File: src/rtl/dice_roller_ndigit.sv
// Multi-digit BCD dice roller: debounced buttons, free-running roll,
// optional accumulate, and a leading-zero-blanked scanned 7-seg display.
module dice_roller_ndigit #(
  parameter int DIGITS        = 3,
  parameter int PRESCALE      = 1024,
  parameter int DEB_TICKS     = 2,
  parameter int TIMEOUT_TICKS = 255
) (
  input  logic                  clk,
  input  logic                  rst_n,
  input  logic [6:0]            btn,
  input  logic                  add_mode,
  output logic [4*DIGITS-1:0]   result,
  output logic [6:0]            seg,
  output logic [DIGITS-1:0]     dig_en,
  output logic                  busy
);

  localparam int PW = (PRESCALE > 1) ? $clog2(PRESCALE) : 1;
  localparam int DW = (DEB_TICKS > 1) ? $clog2(DEB_TICKS + 1) : 1;

  typedef enum logic [1:0] {
    S_IDLE,
    S_ROLL,
    S_COMMIT
  } state_t;

  logic [PW-1:0]       pre_q;
  logic                tick;
  logic [6:0]          deb_q;
  logic [DW-1:0]       dcnt_q [7];
  state_t              state_q, state_d;
  logic [2:0]          sel_q, sel_d;
  logic [7:0]          roll_q, roll_d;
  logic [4*DIGITS-1:0] result_q, result_d;
  logic                valid_q, valid_d;
  logic [7:0]          tmo_q, tmo_d;
  logic [1:0]          scan_q;
  logic                show;
  logic [15:0]         res_ext;
  logic [15:0]         roll_ext;
  logic [4*DIGITS-1:0] sum_w;
  logic [4:0]          dsum;
  logic                carry;
  logic [3:0]          nz_from;
  logic                nz_acc;
  logic                en_ok;

  function automatic logic [7:0] max_of(input logic [2:0] s);
    logic [7:0] m;
    unique case (s)
      3'd0:    m = 8'h04;
      3'd1:    m = 8'h06;
      3'd2:    m = 8'h08;
      3'd3:    m = 8'h10;
      3'd4:    m = 8'h12;
      3'd5:    m = 8'h20;
      default: m = 8'h99;
    endcase
    return m;
  endfunction

  function automatic logic [2:0] lowest(input logic [6:0] b);
    logic [2:0] r;
    r = 3'd0;
    for (int i = 6; i >= 0; i--)
      if (b[i]) r = 3'(i);
    return r;
  endfunction

  function automatic logic [7:0] bcd_dn(input logic [7:0] r,
                                        input logic [2:0] s);
    logic [7:0] n;
    if (s == 3'd6 && r == 8'h00)
      n = 8'h99;
    else if (s != 3'd6 && r == 8'h01)
      n = max_of(s);
    else if (r[3:0] == 4'd0)
      n = {r[7:4] - 4'd1, 4'd9};
    else
      n = {r[7:4], r[3:0] - 4'd1};
    return n;
  endfunction

  function automatic logic [6:0] seg_of(input logic [3:0] d);
    logic [6:0] g;
    unique case (d)
      4'd0:    g = 7'h3F;
      4'd1:    g = 7'h06;
      4'd2:    g = 7'h5B;
      4'd3:    g = 7'h4F;
      4'd4:    g = 7'h66;
      4'd5:    g = 7'h6D;
      4'd6:    g = 7'h7D;
      4'd7:    g = 7'h07;
      4'd8:    g = 7'h7F;
      4'd9:    g = 7'h6F;
      default: g = 7'h00;
    endcase
    return g;
  endfunction

  assign tick     = (pre_q == '0);
  assign res_ext  = 16'(result_q);
  assign roll_ext = {8'h00, roll_q};
  assign show     = (tmo_q != 8'd0);
  assign busy     = (state_q != S_IDLE);
  assign result   = result_q;

  // Prescaler: free-running 0..PRESCALE-1, tick on count zero.
  always_ff @(posedge clk or negedge rst_n) begin
    if (!rst_n)
      pre_q <= '0;
    else if (pre_q == PW'(PRESCALE - 1))
      pre_q <= '0;
    else
      pre_q <= pre_q + 1'b1;
  end

  // Debounce: flip a level after DEB_TICKS differing tick samples in a row.
  always_ff @(posedge clk or negedge rst_n) begin
    if (!rst_n) begin
      deb_q <= '0;
      for (int i = 0; i < 7; i++) dcnt_q[i] <= '0;
    end else if (tick) begin
      for (int i = 0; i < 7; i++) begin
        if (btn[i] != deb_q[i]) begin
          if (dcnt_q[i] == DW'(DEB_TICKS - 1)) begin
            deb_q[i]  <= btn[i];
            dcnt_q[i] <= '0;
          end else begin
            dcnt_q[i] <= dcnt_q[i] + 1'b1;
          end
        end else begin
          dcnt_q[i] <= '0;
        end
      end
    end
  end

  // Saturating BCD sum of the held result and the current roll.
  always_comb begin
    sum_w = '0;
    carry = 1'b0;
    dsum  = '0;
    for (int i = 0; i < DIGITS; i++) begin
      dsum = {1'b0, res_ext[4*i +: 4]} + {1'b0, roll_ext[4*i +: 4]}
           + {4'b0, carry};
      if (dsum > 5'd9) begin
        sum_w[4*i +: 4] = 4'(dsum + 5'd6);
        carry           = 1'b1;
      end else begin
        sum_w[4*i +: 4] = dsum[3:0];
        carry           = 1'b0;
      end
    end
    if (carry) sum_w = {DIGITS{4'h9}};
  end

  // Next-state and datapath updates for the roll FSM and timeout.
  always_comb begin
    state_d  = state_q;
    sel_d    = sel_q;
    roll_d   = roll_q;
    result_d = result_q;
    valid_d  = valid_q;
    tmo_d    = tmo_q;
    if (tick && tmo_q != 8'd0) tmo_d = tmo_q - 8'd1;
    unique case (state_q)
      S_IDLE: begin
        if (|deb_q) begin
          state_d = S_ROLL;
          sel_d   = lowest(deb_q);
          roll_d  = max_of(lowest(deb_q));
        end
      end
      S_ROLL: begin
        roll_d = bcd_dn(roll_q, sel_q);
        if (!deb_q[sel_q]) state_d = S_COMMIT;
      end
      S_COMMIT: begin
        state_d  = S_IDLE;
        result_d = (add_mode && valid_q) ? sum_w
                                         : roll_ext[4*DIGITS-1:0];
        valid_d  = 1'b1;
        tmo_d    = 8'(TIMEOUT_TICKS);
      end
      default: state_d = S_IDLE;
    endcase
  end

  // FSM, roll and result registers.
  always_ff @(posedge clk or negedge rst_n) begin
    if (!rst_n) begin
      state_q  <= S_IDLE;
      sel_q    <= '0;
      roll_q   <= '0;
      result_q <= '0;
      valid_q  <= 1'b0;
      tmo_q    <= '0;
    end else begin
      state_q  <= state_d;
      sel_q    <= sel_d;
      roll_q   <= roll_d;
      result_q <= result_d;
      valid_q  <= valid_d;
      tmo_q    <= tmo_d;
    end
  end

  // Display scan index, one digit per clock.
  always_ff @(posedge clk or negedge rst_n) begin
    if (!rst_n)
      scan_q <= '0;
    else if (scan_q == 2'(DIGITS - 1))
      scan_q <= '0;
    else
      scan_q <= scan_q + 2'd1;
  end

  // Mark which digit positions have a nonzero digit at or above them.
  always_comb begin
    nz_acc  = 1'b0;
    nz_from = '0;
    for (int k = 3; k >= 0; k--) begin
      nz_acc     = nz_acc | (res_ext[4*k +: 4] != 4'd0);
      nz_from[k] = nz_acc;
    end
  end

  assign en_ok = show && (state_q == S_IDLE)
              && ((scan_q == 2'd0) || nz_from[scan_q]);

  assign seg = seg_of(res_ext[{scan_q, 2'b00} +: 4]);

  // Digit enable: one-hot on the scanned digit, blanked leading zeros.
  always_comb begin
    dig_en = '0;
    for (int i = 0; i < DIGITS; i++)
      dig_en[i] = en_ok && (scan_q == 2'(i));
  end

endmodule
File: config.mk
export PLATFORM = sky130hd
export DESIGN_NAME = dice_roller_ndigit
export DESIGN_NICKNAME = d
export VERILOG_FILES = /design/src/rtl/dice_roller_ndigit.sv
export SDC_FILE = /design/constraint.sdc
export NUM_CORES = 1
export LEC_CHECK = 0
export CORE_MARGIN = 8
export CORE_UTILIZATION = 45
export DETAILED_ROUTE_END_ITERATION = 12
export HOLD_SLACK_MARGIN = 0.1
export PLACE_DENSITY = 0.73
export SETUP_SLACK_MARGIN = 0.3
export SKIP_LAST_GASP = 1
export SYNTH_ARGS = -nofsm -noshare
export SYNTH_HDL_FRONTEND = slang
export SYNTH_SLANG_ARGS = --single-unit
File: constraint.sdc
create_clock -name clk -period 7 [get_ports clk]
set_input_delay 1.4 -clock clk [delete_from_list [all_inputs] [get_ports clk]]
set_output_delay 1.4 -clock clk [all_outputs]
set_load 0.02 [all_outputs]
==> results.json <==
{
  "status": "finished clean",
  "layout_commonest_cell": "dfrtp_1",
  "crit_family": "adder cells",
  "numCtsBuffers": 9,
  "peakVddDrop_mv": 0.188,
  "rows": 36,
  "cp_num_buf_inv": 2,
  "place_congestion": 0.865,
  "place_ws_ps": 2180,
  "synth_edf_count": 0,
  "vias": 3764,
  "synth-seq-cells": 67,
  "tightestPinTransition_ps": 878,
  "routed_wirelength_mm": 10.1,
  "critical_path.max_fanout": 6,
  "drcViolationCount": 0,
  "cts.repair.resized": 0,
  "path_class": "flop to flop",
  "rsz0062_at_grt": "false",
  "postSynthCellCount": 492,
  "final_layout_size_suffix_gt1_frac": 0.0762,
  "firstDrtPassIters": 5,
  "final_cell_mix": "dfrtp_1 (67), nand2_1 (64), nor2_1 (42)",
  "post_cts_buffers": 0,
  "report.final.slew_viol_count": 0,
  "cts_root_buf": "clkbuf_8",
  "min_period_over_period": 0.705,
  "antenna_found_initial": 0,
  "leakagePower_nw": 2.14,
  "clock-sinks": 67,
  "clk_latency_ps": 340,
  "first_iter_violations": 226,
  "end_kind": "flop",
  "die_area_um2": 13400,
  "grt_overflow": 0,
  "cts_max_level": 3,
  "crit_path_max_incr_delay_ps": 480,
  "path_cells": "ha_1 > inv_1 > fa_1 > nor2b_1 > or2_2 > nand2_1 > a21oi_1 > fa_1 > inv_1 > fa_1 > xnor2_1 > and2_1 > o31ai_1 > ha_1 > ha_1 > nor2b_1 > and3_1 > nor3_1 > nor3_1 > a22o_1",
  "setup.worst_path.start_class": "flop",
  "drt.antenna.violating_nets": 0,
  "cts_hold_buf": 0,
  "synthFlopType": "dfrtp_1",
  "holdCritPathClass": "flop to flop",
  "num_antenna_cells": 0,
  "relSlewSlack": 0.414,
  "grt_util_all_layers": 0.160,
  "pin_count": 33,
  "post_synth.cell_area_avg_um2": 9.06,
  "wl_per_cell_um": 15.4,
  "first_global_vias": 3743,
  "hold_viol_final": 0,
  "fin_crit_ps": 4940,
  "area.growth.synth_to_final_pct": 14.6,
  "nNetsFinal": 559,
  "drv_cap": 0,
  "die_h_um": 116,
  "crit_slowest_cell": "nor3_1",
  "worst_slack_ps": 2060,
  "grt_max_degree": 68,
  "async_flop_share": 1.00,
  "setup_tns_ps": 0,
  "synthesis.nets": 531,
  "cts_tree": "done",
  "cp.arrival_ps": 5170,
  "max_freq_ghz": 0.203,
  "coreArea_um2": 9680,
  "ys_seq_area_frac": 0.376,
  "skew_ps": 10.0,
  "die_x_um": 116,
  "clkTransAtPathRegs_ps": 80,
  "clockBufferDepth": 2,
  "initial_utilization": 0.460,
  "dp.final_hpwl_mm": 7.36,
  "ys_types": 65,
  "ys_warn_count": 0,
  "p_per_area_nw_per_um2": 427,
  "io_buffers": 32,
  "netlist_area_um2": 4460,
  "vias_per_cell": 5.72,
  "grt_pass1_wl_mm": 17.4,
  "required_ps": 7230,
  "setup_viol": 0
}
[state kept, by name, summed over array words and instances, names as in the netlist]
name and flops:
deb_q 7, valid_q 1, result 12, scan_q 2, roll_q 8, dcnt_q 14, state_q 2, sel_q 3
pre_q 10, tmo_q 8
[synthesized netlist by cell type, drive strengths merged, types with 14 or more instances]
cell type | count | area (um2)
dfrtp | 67 | 1680
nand2 | 64 | 240
nor2 | 42 | 158
ha | 26 | 325
inv | 23 | 86.3
o21ai | 21 | 105
a21oi | 19 | 95.1
nor3b | 16 | 135
nand3 | 15 | 75.1
xnor2 | 15 | 131
nor3 | 14 | 70.1
[per-stage QoR]
| step | utilization | instances | hold WS (ps) | area, um2 | total power, mW |
|---|---|---|---|---|---|
| detailed placement | 0.504 | 642 | 476 | 4880 | 1.80 |
| global placement | 0.504 | 642 | 462 | 4880 | 1.76 |
| CTS | 0.528 | 658 | 496 | 5110 | 2.18 |
| floorplan | - | 492 | 448 | 4460 | 1.42 |
| global route | 0.528 | 658 | 516 | 5110 | 2.35 |
| finish | 0.528 | 658 | 492 | 5110 | 2.18 |
[path summary, 6_finish.rpt]
path                       startpoint         to  slack (ps)  depth (start not counted)
max reg2reg                 roll_q[0]  result[9]        2060                         20
min in group asynchronous       rst_n   deb_q[0]        1250                          2
min reg2reg                 dcnt_q[9]  dcnt_q[9]         490                          1
min                         dcnt_q[9]  dcnt_q[9]         490                          1
max in group asynchronous       rst_n   tmo_q[6]        5210                          2
max                         roll_q[0]  result[9]        2060                         20
[logic make-up (layout without fill, tap and decap cells)]
kind of cell | Yosys count | count (layout) | share of synthesized area
flops | 67 | 67 | 0.376
fa+ha+maj | 29 | 29 | 0.0864
mux | 15 | 15 | 0.0404
simple gates | 207 | 207 | 0.240
buf+inv | 39 | 72 | 0.0339
xor+xnor | 27 | 27 | 0.0530
compound gates | 108 | 108 | 0.171
[worst register-to-register path, cell delays in order, from the launching register on]
cell     delay [ps]
dfrtp_1         440
ha_1            220
inv_1            60
fa_1            390
nor2b_1         200
or2_2           210
nand2_1          80
a21oi_1         240
fa_1            240
inv_1            50
fa_1            430
xnor2_1         190
and2_1          200
o31ai_1         290
ha_1            240
ha_1            220
nor2b_1          80
and3_1          180
nor3_1          480
nor3_1          160
a22o_1          230
[metal layers]
metal	vias to the layer above	global-route usage	part of all wire
met5	-	0	0
met4	0	0.0648	0.014
met3	12	0.0240	0.055
met2	113	0.259	0.47
met1	1824	0.209	0.46
li1	1815	-	-
[power breakdown]
group	internal [mW]	leakage, nW	total, mW	switching, mW
Combinational	0.532	1.21	1.23	0.695
Sequential	0.453	0.823	0.587	0.134
Clock	0.210	0.108	0.367	0.157
[cell type report]
| class | count | area (um2) |
|---|---|---|
| Tap cell | 133 | 166 |
| Inverter | 23 | 86.3 |
| Clock inverter | 6 | 88.8 |
| Timing Repair Buffer | 33 | 323 |
| Sequential cell | 67 | 1680 |
| Multi-Input combinational cell | 386 | 2630 |
| Fill cell | 893 | 4570 |
| Clock buffer | 10 | 138 |
(Power assumes the default switching activity.)
==> variant 1: new RTL, same settings <==
`result_q` no longer has a reset.
--- a/src/rtl/dice_roller_ndigit.sv
+++ b/src/rtl/dice_roller_ndigit.sv
@@ -195,17 +195,19 @@
       state_q  <= S_IDLE;
       sel_q    <= '0;
       roll_q   <= '0;
-      result_q <= '0;
       valid_q  <= 1'b0;
       tmo_q    <= '0;
     end else begin
       state_q  <= state_d;
       sel_q    <= sel_d;
       roll_q   <= roll_d;
-      result_q <= result_d;
       valid_q  <= valid_d;
       tmo_q    <= tmo_d;
     end
+  end
+
+  always_ff @(posedge clk) begin
+    result_q <= result_d;
   end
 
   // Display scan index, one digit per clock.
Behaviour: no difference found for any inputs over 10 cycles, from zero or initial values and one cycle with rst_n low; that may be too few to reach the edited logic, so the function may still have changed.
==> variant 1 against the unedited design <==
Hold slack got worse by 0.0022 ns. Routed wire length decreased by 10%. Critical path depth increased by 1. First-iteration DRC count increased by 5.3%. Design area decreased by 2.3%. Power decreased by 6.5%. Sequential cell count unchanged. Synthesized cell count decreased by 8.7%. Global-route usage decreased by 1.0 points. Area after synthesis decreased by 1.9%. Worst setup slack got worse by 0.43 ns. Critical path type unchanged.
==> variant 1: results (changes against the unedited design) <==
| Metric | Value |
|---|---|
| Layout cells sized above 1 | 10.2% (+2.6 points) |
| First-pass GRT wire length | 15800 microns (-9.2%) |
| Synth Area in XOR/XNOR | 5.61% (+0.30 points) |
| Slew @ Worst Pin | 0.791 ns (-0.0870 ns) |
| Multi-input logic area | 2470 sq um (-6.3%) |
| Post-Synth Adder-Cell Area | 9.10% (+0.46 points) |
| Vias in the first global route | 3400 (-9.2%) |
| Worst vdd ir | 0.155 mV (-17%) |
| Wire length on met3 | 334 microns (-40%) |
| Inverter count | 26 (+13%) |
| Mux share of post-synthesis cell area | 6.90% (+2.9 points) |
| GRT met1 Usage | 18.4% (-2.6 points) |
| Hold Startpoint | dcnt_q[3] |
| Area contributors post-synth | dfrtp_1, edfxtp_1, ha_1, mux2_2, xnor2_1 |
| Vias/cell | 5.46 (-4.6%) |
| Internal power | 1.14 mW (-4.8%) |
| Buffers, non-clock | 34 (+3.0%) |
| Worst EP arrival | 5.47 ns (+0.30 ns) |
| Hold path endpoint | dcnt_q[3] |
| Synth Area in Compound Gates | 16.6% (-0.44 points) |
| Largest net degree at the start of global routing | 56 (-18%) |
| Wl on met1 | 4180 microns (-11%) |
| EDFF count, synth | 12 (+12) |
| Detail Placement HPWL | 6840 microns (-7.1%) |
| Final GP Congestion | 0.844 (-2.4%) |
| R2r setup slk | 1.63 ns (-0.43 ns) |
| Post-synthesis sequential area ratio | 39.7% (+2.1 points) |
| Critical path endpoint | result[6] |
| Status | finished clean |
| Setup Skew | 0.00955 ns (-0.000463 ns) |
| Worst-path fanout max | 7 (+1) |
## variant 1: changes by cell type in the layout (fill, tap and decap cells not counted), sizes merged, moves of 7 or more
cell	change
nor3b	-7
mux2	+7
a21oi	+11
edfxtp	+12
dfrtp	-12
nand3	-10
nand2	-25
## variant 1: critical path: stages, from the launching register on
cell and delay [ns]:
dfrtp_1 0.46, ha_1 0.20, inv_1 0.05, fa_1 0.42, xor2_1 0.34, nand2_1 0.09, a21boi_0 0.23, fa_1 0.23
inv_1 0.05, fa_1 0.44, xnor2_1 0.19, and2_1 0.21, o21ai_1 0.29, ha_1 0.23, ha_1 0.22, xnor2_1 0.12
ha_1 0.21, nor2b_1 0.12, a31o_2 0.21, a21oi_1 0.31, nor2_1 0.20, a32o_1 0.30
## variant 1: through the flow
stage               worst slack [ns]  std cells  total power [mW]
global placement                1.93        605              1.67
global route                    1.18        621              2.21
detailed placement              1.69        605              1.71
CTS                             1.67        621              2.05
floorplan                       2.16        449              1.42
finish                          1.63        621              2.04
==> variant 2: new RTL, same flow settings <==
Made on the original files. Set the parameter `PRESCALE` to 512 (it was 1024).
--- a/src/rtl/dice_roller_ndigit.sv
+++ b/src/rtl/dice_roller_ndigit.sv
@@ -2,7 +2,7 @@
 // optional accumulate, and a leading-zero-blanked scanned 7-seg display.
 module dice_roller_ndigit #(
   parameter int DIGITS        = 3,
-  parameter int PRESCALE      = 1024,
+  parameter int PRESCALE      = 512,
   parameter int DEB_TICKS     = 2,
   parameter int TIMEOUT_TICKS = 255
 ) (
Formal check against the unedited RTL: no difference found for any inputs over 10 cycles, from zero or initial values and one cycle with rst_n low; that may be too few to reach the edited logic, so the function may still have changed.
==> variant 2 against the unedited design <==
Sequential cell count fell by 1. Cell count decreased by 4.1%. Worst setup slack worse by 0.26 ns. Critical path depth stayed put. Area after synthesis is 1.8% lower. Routed wire length decreased by 4.8%. Design area down 1.4%. Synthesized cell count is 4.9% lower. Power increased by 1.3%. Sequential share of layout area barely moved. Critical endpoint is now result[2]. Highest routed layer unchanged.
==> variant 2: results (changes against the unedited design) <==
| Metric | Value |
|---|---|
| Hold Path Class | reg2reg |
| Detail Placement HPWL | 7150 microns (-3.0%) |
| Via count | 3543 (-5.9%) |
| Max stage delay cell, worst path | o41ai_2 |
| Synth unique cells | 63 (-3.1%) |
| Slew @ Worst Pin | 0.902 ns (+0.0233 ns) |
| Post-synth top cells | dfrtp_1, nor2_1, nand2_1, ha_1, inv_1 |
| Leak | 2.10 nW (-2.0%) |
| Worst-path fanout max | 7 (+1) |
| Post-synthesis sequential area ratio | 37.7% (+0.11 points) |
| Final GP Congestion | 0.840 (-2.9%) |
| Setup Skew | 0.00988 ns (-0.000134 ns) |
| Worst EP arrival | 5.43 ns (+0.26 ns) |
| Area contributors post-synth | dfrtp_1, ha_1, mux2_2, xnor2_1, nor2_1 |
| Synth warn | 0 (unchanged) |
| Status | finished clean |
| 1st-pass router iterations | 4 (-1) |
| Drt total wl | 9640 microns (-4.8%) |
| Iteration-0 DRC Markers | 156 (-31%) |
| CP max stage delay | 0.53 ns (+0.05 ns) |
| Layout cells sized above 1 | 9.84% (+2.2 points) |
| Largest net degree at the start of global routing | 67 (-1.5%) |
| Worst vdd ir | 0.183 mV (-3.0%) |
| First-pass GRT wire length | 16600 microns (-4.7%) |
| Final nets | 533 (-4.7%) |
| Syn nets | 508 (-4.3%) |
[variant 2: cell count changes in the layout (fill, tap and decap cells not counted), sizes merged, moves of 4 or more]
cell,before,now
inv,23,27
nand4,8,3
a21oi,19,25
o31ai,10,5
xor2,12,7
nand2b,8,13
or3,4,9
nand3,15,10
nor4,3,8
nor2,42,38
mux2,8,15
nor3,14,9
nand2,64,37
[variant 2: where the power goes]
group	switching (mW)	internal, mW	leakage, nW
Clock	0.155	0.247	0.119
Sequential	0.134	0.450	0.805
Combinational	0.682	0.540	1.18
[variant 2: per-stage QoR]
stage / instance area, sq um / worst slack (ns) / total power [mW] / std cells / hold WS, ns
after CTS: 5040 / 1.82 / 2.22 / 631 / 0.494
final: 5040 / 1.81 / 2.21 / 631 / 0.490
after detailed placement: 4790 / 1.86 / 1.81 / 615 / 0.476
after global placement: 4790 / 2.13 / 1.77 / 615 / 0.469
after floorplan: 4380 / 2.36 / 1.43 / 468 / 0.448
after global routing: 5040 / 1.41 / 2.38 / 631 / 0.511
[variant 2: path summary, 6_finish.rpt]
kind / to / slack, ns / from / cells past startpoint
max: result[2] / 1.81 / roll_q[0] / 20
min: pre_q[0] / 0.49 / pre_q[0] / 1
max reg2reg: result[2] / 1.81 / roll_q[0] / 20
min reg2reg: pre_q[0] / 0.49 / pre_q[0] / 1
max in group asynchronous: pre_q[4] / 5.20 / rst_n / 2
min in group asynchronous: dcnt_q[10] / 1.23 / rst_n / 2
[variant 2: routing by layer]
| layer | wire [microns] | up-vias | global-route usage [%] |
|---|---|---|---|
| li1 | - | 1720 | - |
| met1 | 4290 | 1700 | 18.8 |
| met2 | 4560 | 103 | 25.7 |
| met3 | 625 | 20 | 4.43 |
| met4 | 163 | 0 | 4.79 |
| met5 | 0 | - | 0 |
[variant 2: final cells by class]
cell class                      instances  area [sq um]
Clock buffer                           10           138
Clock inverter                          6           114
Fill cell                             871          4560
Inverter                               27           101
Multi-Input combinational cell        356          2540
Sequential cell                        66          1650
Tap cell                              133           166
Timing Repair Buffer                   33           323
[variant 2: cells by family after synthesis]
| logic type | Yosys count | share of synthesized area [%] |
|---|---|---|
| AOI/OAI and AO/OA | 114 | 18.3 |
| xor gates and xnor gates | 25 | 5.00 |
| adders and majority gates | 30 | 9.08 |
| buffers and inverters | 46 | 4.23 |
| DFF | 66 | 37.7 |
| muxes | 22 | 5.74 |
| and+or+nand+nor | 165 | 20.0 |
